==> src/rtl/rv32_branch_pkg.sv <==
// Shared definitions for the RV32I execute-stage branch resolver.
//   - funct3 encodings of the conditional branches
//   - resolver FSM state type
package rv32_branch_pkg;

  localparam logic [2:0] F3_BEQ  = 3'b000;
  localparam logic [2:0] F3_BNE  = 3'b001;
  localparam logic [2:0] F3_BLT  = 3'b100;
  localparam logic [2:0] F3_BGE  = 3'b101;
  localparam logic [2:0] F3_BLTU = 3'b110;
  localparam logic [2:0] F3_BGEU = 3'b111;

  typedef enum logic [1:0] {
    BR_IDLE,
    BR_REDIRECT,
    BR_FLUSH
  } br_state_e;

endpackage

==> src/rtl/Compa32bitSign.sv <==
// Signed magnitude comparator.
//   a, b : operands (two's complement)
//   lt   : a < b (signed)
//   eq   : a == b
module Compa32bitSign #(
  parameter int unsigned Width = 32
) (
  input  logic [Width-1:0] a,
  input  logic [Width-1:0] b,
  output logic             lt,
  output logic             eq
);

  assign lt = $signed(a) < $signed(b);
  assign eq = (a == b);

endmodule

==> src/rtl/Compa32bitUnsign.sv <==
// Unsigned magnitude comparator.
//   a, b : operands
//   lt   : a < b (unsigned)
module Compa32bitUnsign #(
  parameter int unsigned Width = 32
) (
  input  logic [Width-1:0] a,
  input  logic [Width-1:0] b,
  output logic             lt
);

  assign lt = (a < b);

endmodule

==> src/rtl/branch_cond.sv <==
// Branch condition evaluator: combines the signed/unsigned comparator results
// according to funct3.
//   rs1, rs2 : register operands
//   funct3   : branch condition code
//   cond     : 1 when the branch condition holds (010/011 never hold)
module branch_cond
  import rv32_branch_pkg::*;
#(
  parameter int unsigned Width = 32
) (
  input  logic [Width-1:0] rs1,
  input  logic [Width-1:0] rs2,
  input  logic [2:0]       funct3,
  output logic             cond
);

  logic lt_s;
  logic lt_u;
  logic eq;

  Compa32bitSign #(
    .Width(Width)
  ) u_cmp_s (
    .a (rs1),
    .b (rs2),
    .lt(lt_s),
    .eq(eq)
  );

  Compa32bitUnsign #(
    .Width(Width)
  ) u_cmp_u (
    .a (rs1),
    .b (rs2),
    .lt(lt_u)
  );

  always_comb begin
    cond = 1'b0;
    case (funct3)
      F3_BEQ:  cond = eq;
      F3_BNE:  cond = ~eq;
      F3_BLT:  cond = lt_s;
      F3_BGE:  cond = ~lt_s;
      F3_BLTU: cond = lt_u;
      F3_BGEU: cond = ~lt_u;
      default: cond = 1'b0;
    endcase
  end

endmodule

==> src/rtl/branch_resolve.sv <==
// Execute-stage branch/jump resolver. Evaluates conditional branches, JAL and
// JALR, computes the target, issues a ready/valid redirect to fetch and then
// holds o_flush for FLUSH_CYCLES cycles.
//   i_clk, i_rst_n        : clock, synchronous active-low reset
//   i_valid / o_ready     : instruction handshake (o_ready only in IDLE)
//   i_is_branch/jal/jalr  : instruction class (priority jalr > jal > branch)
//   i_funct3              : branch condition
//   i_pc, i_rs1, i_rs2    : PC and register operands
//   i_imm                 : sign-extended immediate
//   o_taken, o_misalign   : one-cycle result pulses (mutually exclusive)
//   o_link_pc             : pc+4 of the last accepted instruction
//   o_redirect_valid/pc   : redirect request to fetch, i_redirect_ready accepts
//   o_flush               : squash younger stages
// All outputs are registered.
module branch_resolve
  import rv32_branch_pkg::*;
#(
  parameter int unsigned XLEN         = 32,
  parameter int unsigned FLUSH_CYCLES = 2
) (
  input  logic            i_clk,
  input  logic            i_rst_n,
  input  logic            i_valid,
  output logic            o_ready,
  input  logic            i_is_branch,
  input  logic            i_is_jal,
  input  logic            i_is_jalr,
  input  logic [2:0]      i_funct3,
  input  logic [XLEN-1:0] i_pc,
  input  logic [XLEN-1:0] i_rs1,
  input  logic [XLEN-1:0] i_rs2,
  input  logic [XLEN-1:0] i_imm,
  output logic            o_taken,
  output logic [XLEN-1:0] o_link_pc,
  output logic            o_misalign,
  output logic            o_redirect_valid,
  input  logic            i_redirect_ready,
  output logic [XLEN-1:0] o_redirect_pc,
  output logic            o_flush
);

  localparam logic [3:0] FlushInit = 4'(FLUSH_CYCLES);

  br_state_e       state_q, state_d;
  logic [3:0]      cnt_q, cnt_d;

  logic            ready_q, ready_d;
  logic            taken_q, taken_d;
  logic            misalign_q, misalign_d;
  logic            redirect_valid_q, redirect_valid_d;
  logic            flush_q, flush_d;
  logic [XLEN-1:0] link_pc_q, link_pc_d;
  logic [XLEN-1:0] redirect_pc_q, redirect_pc_d;

  // Decode and target computation
  logic            cond;
  logic [XLEN-1:0] pc_target;
  logic [XLEN-1:0] jalr_sum;
  logic [XLEN-1:0] target;
  logic            taken_raw;
  logic            accept;
  logic            go_taken;
  logic            go_misalign;
  logic            handshake;

  branch_cond #(
    .Width(XLEN)
  ) u_cond (
    .rs1   (i_rs1),
    .rs2   (i_rs2),
    .funct3(i_funct3),
    .cond  (cond)
  );

  assign pc_target = i_pc + i_imm;
  assign jalr_sum  = i_rs1 + i_imm;
  assign target    = i_is_jalr ? {jalr_sum[XLEN-1:1], 1'b0} : pc_target;
  assign taken_raw = i_is_jalr | i_is_jal | (i_is_branch & cond);

  // ready_q is only ever set while state_q is IDLE, so it gates acceptance.
  assign accept      = i_valid & ready_q;
  assign go_taken    = accept & taken_raw & ~target[1];
  assign go_misalign = accept & taken_raw & target[1];
  assign handshake   = redirect_valid_q & i_redirect_ready;

  // State register
  always_ff @(posedge i_clk) begin
    if (!i_rst_n) begin
      state_q <= BR_IDLE;
      cnt_q   <= 4'd0;
    end else begin
      state_q <= state_d;
      cnt_q   <= cnt_d;
    end
  end

  // Next-state logic
  always_comb begin
    state_d = state_q;
    cnt_d   = cnt_q;
    unique case (state_q)
      BR_IDLE: begin
        if (go_taken) state_d = BR_REDIRECT;
      end
      BR_REDIRECT: begin
        if (handshake) begin
          if (FLUSH_CYCLES == 0) begin
            state_d = BR_IDLE;
          end else begin
            state_d = BR_FLUSH;
            cnt_d   = FlushInit;
          end
        end
      end
      BR_FLUSH: begin
        cnt_d = cnt_q - 4'd1;
        // Flush is high while cnt counts FLUSH_CYCLES..1
        if (cnt_q <= 4'd1) state_d = BR_IDLE;
      end
      default: state_d = BR_IDLE;
    endcase
  end

  // Output next-values, decoded from the upcoming state so outputs are registered
  always_comb begin
    ready_d          = (state_d == BR_IDLE);
    redirect_valid_d = (state_d == BR_REDIRECT);
    flush_d          = (state_d == BR_FLUSH);
    taken_d          = go_taken;
    misalign_d       = go_misalign;
    link_pc_d        = accept ? (i_pc + XLEN'(4)) : link_pc_q;
    redirect_pc_d    = go_taken ? target : redirect_pc_q;
  end

  // Output registers; reset clears everything including o_ready
  always_ff @(posedge i_clk) begin
    if (!i_rst_n) begin
      ready_q          <= 1'b0;
      taken_q          <= 1'b0;
      misalign_q       <= 1'b0;
      redirect_valid_q <= 1'b0;
      flush_q          <= 1'b0;
      link_pc_q        <= '0;
      redirect_pc_q    <= '0;
    end else begin
      ready_q          <= ready_d;
      taken_q          <= taken_d;
      misalign_q       <= misalign_d;
      redirect_valid_q <= redirect_valid_d;
      flush_q          <= flush_d;
      link_pc_q        <= link_pc_d;
      redirect_pc_q    <= redirect_pc_d;
    end
  end

  assign o_ready          = ready_q;
  assign o_taken          = taken_q;
  assign o_misalign       = misalign_q;
  assign o_redirect_valid = redirect_valid_q;
  assign o_flush          = flush_q;
  assign o_link_pc        = link_pc_q;
  assign o_redirect_pc    = redirect_pc_q;

endmodule

==> config.mk <==
export PLATFORM = sky130hd
export DESIGN_NAME = branch_resolve
export DESIGN_NICKNAME = d
export VERILOG_FILES = /design/src/rtl/rv32_branch_pkg.sv /design/src/rtl/Compa32bitSign.sv /design/src/rtl/Compa32bitUnsign.sv /design/src/rtl/branch_cond.sv /design/src/rtl/branch_resolve.sv
export SDC_FILE = /design/constraint.sdc
export NUM_CORES = 1
export LEC_CHECK = 0
export CAP_MARGIN = 20
export CORE_MARGIN = 1
export CORE_UTILIZATION = 45
export DETAILED_ROUTE_END_ITERATION = 8
export GPL_TIMING_DRIVEN = 1
export PLACE_DENSITY_LB_ADDON = 0.3
export SYNTH_ARGS = -nofsm -noshare
export SYNTH_HDL_FRONTEND = slang
export SYNTH_SLANG_ARGS = --single-unit
export TNS_END_PERCENT = 30
==> constraint.sdc <==
create_clock -name i_clk -period 6.81 [get_ports i_clk]
set_clock_uncertainty 0.15 [all_clocks]
set_input_delay 1.0215 -clock i_clk [delete_from_list [all_inputs] [get_ports i_clk]]
set_output_delay 1.0215 -clock i_clk [all_outputs]
set_load 0.05 [all_outputs]
==> impl_metrics.csv, run 1 <==
group,metric,value,unit
outcome,status,"completed",
global_route,grt_max_degree,63,
placed_design,place_area,9690,µm²
final_layout,utilization,61.8,%
sta,timing.final.crit_period,4.80,ns
floorplanning,dieHeight,131,µm
floorplanning,initial_utilization,46.7,%
synth,synth_edf_count,0,
global_route,grt_use_total,25.8,%
clocking,htree_levels,3,
placed_design,post-place-ws,1.70,ns
flow_run,maxCapViolCount,0,
drt,viasPerCell,5.57,
synth,synth_fp_nets,1224,
sta,hold_slack,0.289,ns
sta,max-slew-margin-rel,29.2,%
synth,yosys_warnings,0,
pwr,p_leak,4.09,nW
final_layout,most-common-layout-cells,"clkdlybuf4s50_1 (206), ha_1 (96), nor2_1 (95)",
placed_design,routabilityCongestion,0.898,
critical_path,path_class,"primary input to register",
synth,synthTopCellsByArea,"dfxtp_1 (20%), ha_1 (16%), a21oi_1 (6.0%)",
clocking,cts_inserted_buffers,9,
sta,setup_slack,2.01,ns
pwr,vdd_drop_max,0.149,mV
floorplanning,io_pins,207,
drt,wl_per_cell,15.9,µm
final_layout,stdcell_area,9930,µm²
clocking,clock_latency,0.33,ns
clocking,clk_path_buf_depth,2,
clocking,clkSinkCount,75,
drt,postRouteAntennaNets,0,
global_route,first_global_vias,6947,
global_route,grt_pass1_wl,34600,µm
sta,fin_tns_setup,0,ns
synth,synth_cells,988,
sta,setup_violations,0,
clocking,cts-root-buf,"clkbuf_16",
synth,synth_top_cell_area_share,20.0,%
sta,rsz0062_at_grt,"false",
sta,min_period_over_period,70.5,%
floorplanning,die-area,17200,µm²
sta,max_freq,208,MHz
synth,syn_area_per_cell,7.59,µm²
drt,routed_wirelength,22100,µm
sta,hold_violations,0,
clocking,cts_setup_buffers,0,
clocking,ctsResizeCount,0,
synth,yosys.area.top_type,"dfxtp_1",
drt,drc,0,
final_layout,final_common_cell,"clkdlybuf4s50_1",
final_layout,nNetsFinal,1410,
synth,netlist_area,7500,µm²
synth,seq_area_frac_synth,20.0,%
synth,synth_seq_cells,75,
drt,drt_iter0_drc,440,
critical_path,critPathCaptureType,"register",
placed_design,portBuffers,206,
drt,drt_first_pass_iters,5,
synth,synth-main-ff-cell,"dfxtp_1",
critical_path,startpoint_type,"primary input",
critical_path,crit_fanout,62,
global_route,antenna_found_initial,0,
hold_path,min_path_type,"register to register",
global_route,grt_overflow,0,
clocking,clkTransAtPathRegs,0.05,ns
final_layout,area_growth,32.4,%
sta,slew_viol_final,0,
synth,synthDistinctLibCells,62,
synth,synthArstFlopShare,0,%
final_layout,drive_gt1_share,2.98,%
clocking,cts_tree,"done",
final_layout,insertedDiodeCount,0,
placed_design,dp_hpwl,18300,µm
floorplanning,rows,46,
floorplanning,die_w,131,µm
critical_path,cp.required,6.88,ns
floorplanning,core_area,16100,µm²
sta,worst_pin_slew,1.06,ns
critical_path,cp.arrival,4.87,ns
clocking,holdBufCountCts,0,
pwr,powerDensity,165,nW/µm²
drt,num_vias,7748,
## final cells by class
| cell class | count | area [µm²] |
|---|---|---|
| Fill cell | 1456 | 6130 |
| Multi-Input combinational cell | 825 | 5630 |
| Timing Repair Buffer | 210 | 2090 |
| Sequential cell | 75 | 1500 |
| Tap cell | 216 | 270 |
| Clock buffer | 11 | 233 |
| Inverter | 53 | 199 |
| Clock inverter | 1 | 5.00 |
## registers in the layout, summed over array words and instances, names as in the netlist, 2 cells and up
name,count
cnt_q,4
o_redirect_pc,32
state_q,2
o_link_pc,32
## worst max-delay path: stages
cell and delay [ns]:
clkdlybuf4s50_1 0.48, ha_1 0.42, nand4_2 0.19, nor4_1 0.43, nand3_1 0.14, xor2_1 0.16
or4b_1 0.47, nand4_1 0.17, a41o_2 0.94, o21bai_1 0.20, and3_1 0.22
## stage by stage
step / total power [W] / cells
4_1_cts: 0.00164 / 1391
2_1_floorplan: 0.000992 / 988
3_3_place_gp: 0.00123 / 1379
3_5_place_dp: 0.00124 / 1379
6_report: 0.00164 / 1391
5_1_grt: 0.00174 / 1391
## layer usage
layer / share of wire, % / global-route usage [%]
met3: 7.4 / 4.02
met1: 48 / 36.9
met4: 1.7 / 7.23
met2: 43 / 39.9
met5: 0 / 0
## where the power goes
group / leakage, nW / switching [W] / internal [W] / total (W)
combinational: 3.36 / 0.000437 / 0.000318 / 0.000755
clock: 0.117 / 0.000162 / 0.000238 / 0.000400
sequential: 0.613 / 0.0000165 / 0.000471 / 0.000488
## synth_stat cells, types with 18 or more instances
master / count
clkbuf_1: 24
nor2_1: 95
and3_1: 18
inv_1: 52
nand2_1: 85
a211oi_1: 34
xor2_1: 31
a21o_1: 31
ha_1: 96
dfxtp_1: 75
o21ai_0: 60
a21oi_1: 90
xnor2_1: 38
nor3_1: 19
nand3_1: 38
## kinds of logic after synthesis
logic type | count (synthesis) | synth area share [%]
muxes | 12 | 1.60
and+or+nand+nor | 340 | 22.0
adders and majority gates | 98 | 16.6
AOI/OAI and AO/OA | 306 | 26.8
xor gates and xnor gates | 69 | 8.06
DFF | 75 | 20.0
buffers and inverters | 88 | 4.96
## final timing paths
| check | startpoint | end | slack [ns] | cells past startpoint |
|---|---|---|---|---|
| max | i_rs1[31] | o_ready | 2.01 | 11 |
| min | o_redirect_pc[1] | o_redirect_pc[1] | 0.29 | 2 |
| max reg2reg | o_ready | o_ready | 4.30 | 6 |
| min reg2reg | o_redirect_pc[1] | o_redirect_pc[1] | 0.29 | 2 |
Note: power is estimated with default switching activity, not from simulation.
==> inputs of run 2 (changes only) <==
==> constraint.sdc (replaced) <==
create_clock -name i_clk -period 4 [get_ports i_clk]
set_clock_uncertainty 0.15 [all_clocks]
set_input_delay 0.6 -clock i_clk [delete_from_list [all_inputs] [get_ports i_clk]]
set_output_delay 0.6 -clock i_clk [all_outputs]
set_load 0.05 [all_outputs]
==> impl_metrics.csv, run 2 (same netlist as run 1, synthesis figures left out) <==
group,metric,value,unit
flow_run,maxCapViolCount,0,
sta,slew_viol_final,0,
sta,hold_violations,0,
final_layout,nNetsFinal,1449,
drt,drc,0,
critical_path,crit_fanout,20,
final_layout,insertedDiodeCount,0,
placed_design,dpl.cell_count,1418,
clocking,ctsResizeCount,0,
sta,hold_slack,0.289,ns
pwr,p_leak,4.31,nW
clocking,clkSinkCount,75,
final_layout,multiInputGateArea,5630,µm²
clocking,holdBufCountCts,0,
drt,routed_wirelength,22500,µm
global_route,antenna_found_initial,0,
pwr,vdd_drop_max,0.311,mV
critical_path,reg2reg_from,"o_ready",
critical_path,startpoint_type,"primary input",
sta,max_freq,266,MHz
clocking,cts_setup_buffers,0,
critical_path,path_class,"primary input to register",
final_layout,final_cells,1434,
sta,rsz0062_at_grt,"false",
clocking,clk_path_buf_depth,2,
global_route,grt_use_total,26.4,%
final_layout,final_common_cell,"clkdlybuf4s50_1",
sta,setup_slack,0.241,ns
floorplanning,dieHeight,131,µm
hold_path,min_path_type,"register to register",
final_layout,most-common-layout-cells,"clkdlybuf4s50_1 (206), ha_1 (96), nor2_1 (95)",
clocking,cts_inserted_buffers,9,
floorplanning,die_w,131,µm
drt,drt_first_pass_iters,5,
floorplanning,core_area,16100,µm²
sta,min_period_over_period,94.0,%
floorplanning,rows,46,
drt,drt_iter0_drc,492,
clocking,cts-root-buf,"clkbuf_16",
placed_design,place_area,10000,µm²
placed_design,dp_hpwl,18800,µm
global_route,grt_overflow,0,
critical_path,cp.arrival,3.85,ns
drt,viasPerCell,5.56,
placed_design,routabilityCongestion,0.985,
critical_path,critPathCaptureType,"register",
outcome,status,"completed",
drt,num_vias,7975,
critical_path,cp.required,4.09,ns
sta,timing.final.crit_period,3.76,ns
clocking,cts_tree,"done",
clocking,clkTransAtPathRegs,0.06,ns
sta,fin_tns_setup,0,ns
placed_design,post-place-ws,-0.0983,ns
critical_path,startpoint,"i_rs2[25]",
placed_design,portBuffers,206,
sta,worst_pin_slew,0.640,ns
sta,max-slew-margin-rel,57.2,%
pwr,powerDensity,288,nW/µm²
hold_path,holdCritStartpoint,"o_redirect_pc[1]",
floorplanning,initial_utilization,46.7,%
global_route,first_global_vias,7298,
floorplanning,die-area,17200,µm²
final_layout,layout.area.seq,1500,µm²
sta,setup_violations,0,
drt,wl_per_cell,15.7,µm
clocking,clock_latency,0.33,ns
drt,postRouteAntennaNets,0,
floorplanning,io_pins,207,
global_route,grt_pass1_wl,35500,µm
final_layout,drive_gt1_share,6.57,%
clocking,htree_levels,3,
final_layout,area_growth,37.7,%
final_layout,stdcell_area,10300,µm²
global_route,grt_max_degree,63,
final_layout,num-fill-cells,1423,
## run 2: changes by cell type in the layout (fill, tap and decap cells not counted), sizes merged
cell / delta
buf: +39
clkbuf: -2
clkinv: +2
clkinvlp: +2
bufinv: +1
inv: +1
## run 2: critical path, stage by stage
cell	delay (ns)
clkdlybuf4s50_1	0.46
inv_1	0.05
ha_1	0.28
nand4_1	0.16
nor4_1	0.44
buf_4	0.19
nand3_1	0.08
xor2_1	0.14
or4b_1	0.46
nand4_1	0.19
a41o_2	0.32
buf_12	0.17
nor2_1	0.06
a311oi_2	0.23
## run 2: worst paths after layout
kind | slack [ns] | cells past startpoint | endpoint
setup / recovery | 0.24 | 14 | o_redirect_pc[17]
hold / removal | 0.29 | 2 | o_redirect_pc[1]
setup reg to reg | 1.86 | 6 | o_redirect_pc[17]
hold reg to reg | 0.29 | 2 | o_redirect_pc[1]
## run 2: report_power, final
| group | leakage [nW] | internal, W | switching, W | total (W) |
|---|---|---|---|---|
| registers | 0.613 | 0.000801 | 0.0000285 | 0.000830 |
| logic | 3.56 | 0.000576 | 0.000756 | 0.00133 |
| clock network | 0.142 | 0.000486 | 0.000325 | 0.000811 |
## run 2: stage by stage
step / power, W / utilization, %
5_1_grt: 0.00314 / 64.3
6_report: 0.00297 / 64.3
4_1_cts: 0.00297 / 64.3
3_3_place_gp: 0.00214 / 62.4
2_1_floorplan: 0.00169 / -
3_5_place_dp: 0.00216 / 62.4
## run 2: layout make-up
type / count / area share [%]
Clock buffer: 9 / 2.18
Clock inverter: 7 / 0.740
Inverter: 53 / 1.93
Multi-Input combinational cell: 825 / 54.5
Sequential cell: 75 / 14.5
Tap cell: 216 / 2.62
Timing Repair Buffer: 249 / 23.5
## run 2: layer usage
layer / track usage, % / share of wire (%) / vias to the layer above
met3: 4.22 / 7.5 / 35
met1: 36.9 / 47 / 3570
met4: 7.84 / 2.2 / 0
met2: 41.7 / 43 / 286
li1: - / - / 4084
met5: 0 / 0 / -
==> inputs of run 3 (changes only) <==
==> constraint.sdc (replaced) <==
create_clock -name i_clk -period 3.3 [get_ports i_clk]
set_clock_uncertainty 0.15 [all_clocks]
set_input_delay 0.495 -clock i_clk [delete_from_list [all_inputs] [get_ports i_clk]]
set_output_delay 0.495 -clock i_clk [all_outputs]
set_load 0.05 [all_outputs]
==> impl_metrics.csv, run 3 (same netlist as run 1, synthesis figures left out) <==
group,metric,value,unit
final_layout,multiInputGateArea,6190,µm²
drt,drt_first_pass_iters,8,
placed_design,place_area,11100,µm²
global_route,first_global_vias,8437,
final_layout,num-fill-cells,1194,
critical_path,crit_fanout,4,
sta,setup_violations,1,
drt,drt_iter0_drc,736,
clocking,clkSinkCount,75,
drt,postRouteAntennaNets,0,
floorplanning,rows,46,
sta,hold_violations,0,
final_layout,final_common_cell,"buf_4",
clocking,clock_latency,0.34,ns
pwr,powerDensity,336,nW/µm²
critical_path,rrSetupSlack,1.33,ns
clocking,clkTransAtPathRegs,0.06,ns
final_layout,drive_gt1_share,25.7,%
floorplanning,core_area,16100,µm²
drt,num_vias,8932,
global_route,grt_use_total,31.6,%
final_layout,most-common-layout-cells,"buf_4 (191), clkdlybuf4s50_1 (144), nor2_1 (93)",
sta,setup_slack,-0.0199,ns
outcome,violations,"setup timing",
floorplanning,die-area,17200,µm²
drt,wl_per_cell,17.1,µm
sta,max-slew-margin-rel,59.9,%
clocking,holdBufCountCts,0,
floorplanning,io_pins,207,
critical_path,cp.required,3.42,ns
critical_path,ff2ff_path_depth,7,
critical_path,path_class,"primary input to register",
global_route,antenna_found_initial,0,
clocking,clk_path_buf_depth,2,
placed_design,post-place-ws,-0.695,ns
placed_design,routabilityCongestion,0.935,
sta,max_freq,301,MHz
final_layout,area_growth,61.1,%
sta,slew_viol_final,0,
critical_path,reg2reg_from,"o_ready",
global_route,grt_pass1_wl,42200,µm
drt,viasPerCell,5.61,
sta,rsz0062_at_grt,"true",
final_layout,layout.area.seq,1500,µm²
pwr,vdd_drop_max,0.331,mV
sta,min_period_over_period,101,%
drt,routed_wirelength,27200,µm
drt,drc,0,
critical_path,startpoint_type,"primary input",
clocking,cts_inserted_buffers,9,
outcome,status,"complete, but fails checks",
critical_path,rr_endpoint,"o_redirect_pc[19]",
sta,timing.final.crit_period,3.32,ns
clocking,htree_levels,3,
final_layout,stdcell_area,12100,µm²
clocking,cts_tree,"done",
critical_path,startpoint,"i_pc[7]",
final_layout,nNetsFinal,1607,
flow_run,maxCapViolCount,0,
global_route,grt_overflow,0,
clocking,cts-root-buf,"clkbuf_16",
pwr,p_leak,5.30,nW
floorplanning,dieHeight,131,µm
final_layout,insertedDiodeCount,0,
pwr,total_power,0.00405,W
sta,hold_slack,0.303,ns
floorplanning,initial_utilization,46.7,%
critical_path,cp.arrival,3.44,ns
placed_design,portBuffers,206,
hold_path,min_path_type,"register to register",
critical_path,critPathCaptureType,"register",
global_route,grt_max_degree,62,
floorplanning,die_w,131,µm
sta,worst_pin_slew,0.600,ns
placed_design,dp_hpwl,20700,µm
critical_path,cp-endpoint,"o_redirect_pc[26]",
## run 3: changes by cell type in the layout (fill, tap and decap cells not counted), sizes merged
| cell | delta |
|---|---|
| clkinvlp | -2 |
| bufinv | +1 |
| clkdlybuf4s50 | -62 |
| clkdlybuf4s15 | +3 |
| buf | +174 |
| dlymetal6s2s | +9 |
| clkbuf | +16 |
| dlygate4sd2 | +19 |
## run 3: area by class of cell
class	count	share of cell area (%)
clock buffers	10	1.98
clock inverters	6	0.725
inverters	53	1.71
multi-input cells	825	51.2
flip-flops and latches	75	12.4
well taps	216	2.24
repair buffers	407	29.7
## run 3: repair_timing
| action | 4_1_cts | 5_1_grt |
|---|---|---|
| gates resized for setup | 152 | 106 |
| endpoints found under the setup margin | 37 | 36 |
| pin swaps | 36 | 49 |
| buffers inserted | 7 | 8 |
| cloned | 4 | 0 |
## run 3: how the worst min path moves through the flow
stage / start / end / slack (ns) / cells after the start
floorplan: cnt_q[3] / cnt_q[3] / 0.30 / 2
global placement: o_redirect_pc[1] / o_redirect_pc[1] / 0.29 / 2
detailed placement: o_redirect_pc[1] / o_redirect_pc[1] / 0.29 / 2
CTS: o_redirect_pc[1] / o_redirect_pc[1] / 0.30 / 2
global route: o_link_pc[0] / o_link_pc[0] / 0.33 / 2
finish: o_redirect_pc[1] / o_redirect_pc[1] / 0.30 / 2
## run 3: routing by layer
layer | up-vias | global-route usage, % | wire length (µm)
met3 | 69 | 4.22 | 1930
met2 | 396 | 53.5 | 12700
met4 | 0 | 11.2 | 798
met5 | - | 0 | 0
met1 | 4074 | 41.0 | 11800
li1 | 4393 | - | -
## run 3: report_power, final
part	leakage, nW	total, W	internal [W]	switching (W)
Combinational	4.52	0.00196	0.000904	0.00106
Clock	0.163	0.00108	0.000684	0.000400
Sequential	0.613	0.00101	0.000971	0.0000371
Total	5.30	0.00405	0.00256	0.00150
## run 3: critical path, stage by stage
cell and delay [ns]:
clkdlybuf4s50_1 0.61, ha_4 0.26, and2_0 0.14, a221o_1 0.38
o2111ai_4 0.24, a21boi_2 0.10, buf_4 0.15, o2111ai_1 0.20
or3b_2 0.48, xor2_1 0.15, nand2_1 0.07, a31oi_1 0.16
## run 3: through the flow
stage,instances,util (%),setup TNS [ns]
floorplan,988,-,0
global placement,1559,69.0,-20.87
detailed placement,1559,69.0,-22.42
CTS,1586,74.2,-0.120
global route,1592,75.2,-0.326
finish,1592,75.2,-0.0199
==> edit, RTL diff (config.mk and constraints of run 2) <==
Re-encode `br_state_e` (3 states) as one-hot, 3 bits wide.
--- a/src/rtl/rv32_branch_pkg.sv
+++ b/src/rtl/rv32_branch_pkg.sv
@@ -10,10 +10,10 @@
   localparam logic [2:0] F3_BLTU = 3'b110;
   localparam logic [2:0] F3_BGEU = 3'b111;
 
-  typedef enum logic [1:0] {
-    BR_IDLE,
-    BR_REDIRECT,
-    BR_FLUSH
+  typedef enum logic [2:0] {
+    BR_IDLE     = 3'b001,
+    BR_REDIRECT = 3'b010,
+    BR_FLUSH    = 3'b100
   } br_state_e;
 
 endpackage
Function: no difference found for any inputs over 10 cycles, from zero or initial values and one cycle with i_rst_n low; not proved beyond that.
==> edit against run 2 <==
- sequential cell count up 1
- synthesized area down 3.1%
- routed wire length down 2.0%
- critical path depth down 1
- setup slack better by 0.051 ns
- first-iteration DRC count down 22%
- die area down 3.0%
- largest cell class unchanged
- critical path type unchanged
- total power up 0.70%
- design area down 0.70%
- non-clock buffer count up 13
==> edit: results (changes against run 2) <==
- Run status: complete, no violations
- Syn_area_per_cell: 7.67 um^2 (+1.1%)
* Routability congestion estimate from global placement: 0.985 (about the same)
- The worst IR drop on VDD came to 0.228 mV (-27%).
- Global-route usage over all layers: 26.5% (+0.068 points)
- Worst slack at placement: -0.122 ns (-0.0234 ns)
- Cell types with the highest counts after synthesis: 109 x sky130_fd_sc_hd__nor2_1, 96 x sky130_fd_sc_hd__ha_1, 89 x sky130_fd_sc_hd__a21oi_1
- Largest net degree at the start of global routing: 62 (-1.6%)
- The detail-routed net length per standard cell came to 15.6 um (-0.35%).
- Number of nets at the end of the flow: 1,425 (-1.7%)
- The post-detailed-placement half-perimeter wirelength came to 18,500 um (-1.5%).
- Die ar.: 16,700 um^2 (-3.0%)
- Wire length of the first global-routing pass: 34,400 um (-3.3%)
* Number of fill cells in the layout: 1,412 (-0.77%)
- Tightest Pin Transition: 0.739 ns (+0.0985 ns)
* Worst min-delay path class: flop to flop
- The net count after synthesis came to 1,183 (-3.3%).
- Yosys attributes the largest share of cell area to sky130_fd_sc_hd__dfxtp_1 21%, sky130_fd_sc_hd__ha_1 17%, sky130_fd_sc_hd__a21oi_1 6.1%, sky130_fd_sc_hd__nor2_1 5.6%, sky130_fd_sc_hd__a211oi_1 5.0%.
- The fraction of layout instances using a drive strength above 1 came to 7.54% (+0.97 points).
- Unique cell type count in the Yosys netlist: 65 (+4.8%)
- The critical path starts at i_pc[16].
* Worst hold slack across all endpoints: 0.303 ns (+0.0138 ns)
* Number of input and output port buffers inserted: 206 (unchanged)
* Maximum net fanout on the critical path: 3 (-85%)
- The critical path arrival came to 3.79 ns (-0.06 ns).
- In this run the most critical hold path is launched from o_redirect_pc[1].
- Crit-path slowest cell: sky130_fd_sc_hd__or4_1
- The ratio of routed vias to standard cells is 5.49 (-1.3%).
- The total wire length after detailed routing was 22,000 um (-2.0%).
- The sequential area share after synthesis came to 20.9% (+0.91 points).
- Leak Pwr: 4.33 nW (+0.46%)
- Number of violations reported at the end of detailed-routing iteration 0: 383 (-22%)
* Register-to-register setup slack: 2.13 ns (+0.27 ns)
- The final period utilization is 92.7% (-1.3 points).
* Fraction of registers with async set/reset: 0% (unchanged)
* Origin of the critical flop-to-flop path: state_q[2]
* Cell Area, Placed: 9920 um^2 (-0.96%)
- Critical path's top delay family: compound AO/OA/AOI/OAI gates
* Delay contributed by the slowest stage of the critical path: 0.50 ns (+0.04 ns)
* Via count of the first global-routing pass: 6,959 (-4.6%)
## edit: changes by cell type after synthesis, moves of 5 or more
cell                              run 2  this run
sky130_fd_sc_hd__a21boi_0             6         1
sky130_fd_sc_hd__o21bai_1            11         5
sky130_fd_sc_hd__a311oi_2             5         0
sky130_fd_sc_hd__or3_1               12         6
sky130_fd_sc_hd__a211oi_1            34        48
sky130_fd_sc_hd__mux2i_1             12         5
sky130_fd_sc_hd__nand2_1             85        59
sky130_fd_sc_hd__o21ai_0             60        51
sky130_fd_sc_hd__o31ai_1              4        10
sky130_fd_sc_hd__a31oi_1             16        10
sky130_fd_sc_hd__xor2_1              31        36
sky130_fd_sc_hd__and2_1              10         5
sky130_fd_sc_hd__nor2_1              95       109
## edit: worst paths after layout
path	cells past startpoint	to
setup / recovery	13	o_redirect_pc[31]
hold / removal	2	o_redirect_pc[1]
setup reg to reg	5	cnt_q[3]
hold reg to reg	2	o_redirect_pc[1]
## edit: cell type report
cell class,count,area share [%]
flip-flops and latches,76,14.8
inverters,52,1.90
clock inverters,4,0.708
well taps,216,2.64
multi-input cells,788,53.2
repair buffers,262,24.3
clock buffers,12,2.41
## edit: timing repair
action                                  4_1_cts  5_1_grt
setup buffers                                 0        0
endpoints found under the hold margin         0        0
gates resized for setup                       0        2
endpoints found under the setup margin        0        2
## edit: power breakdown
group          total [mW]  switching (mW)  internal [mW]  leakage [nW]
clock               0.877           0.314          0.562         0.153
combinational        1.28           0.717          0.566          3.56
sequential          0.833          0.0273          0.806         0.622
## edit: layer usage
layer,track usage (%),share of wire (%)
met4,11.1,3.1
met3,3.30,6.4
met5,0,0
met2,40.8,43
met1,37.3,48
## edit: worst register-to-register path, stage by stage (launching register included)
cell	delay, ns
sky130_fd_sc_hd__dfxtp_1	0.39
sky130_fd_sc_hd__nand2_1	0.11
sky130_fd_sc_hd__or2_2	0.30
sky130_fd_sc_hd__or4_1	0.43
sky130_fd_sc_hd__or2_2	0.29
sky130_fd_sc_hd__a21oi_1	0.13
## edit: kinds of logic (layout without fill, tap and decap cells)
logic type | Yosys count | count (layout) | synth area share (%)
xor gates and xnor gates | 76 | 76 | 9.16
muxes | 6 | 6 | 0.895
DFF | 76 | 76 | 20.9
adders and majority gates | 98 | 98 | 17.1
and+or+nand+nor | 305 | 305 | 20.0
AOI/OAI and AO/OA | 303 | 303 | 27.6
buffers and inverters | 83 | 330 | 4.30
## edit: stage by stage
step           utilization (%)  setup TNS (ns)
6_report                  64.7               0
5_1_grt                   64.7               0
4_1_cts                   64.7               0
3_5_place_dp              62.7          -0.277
3_3_place_gp              62.7         -0.0441
2_1_floorplan                -               0
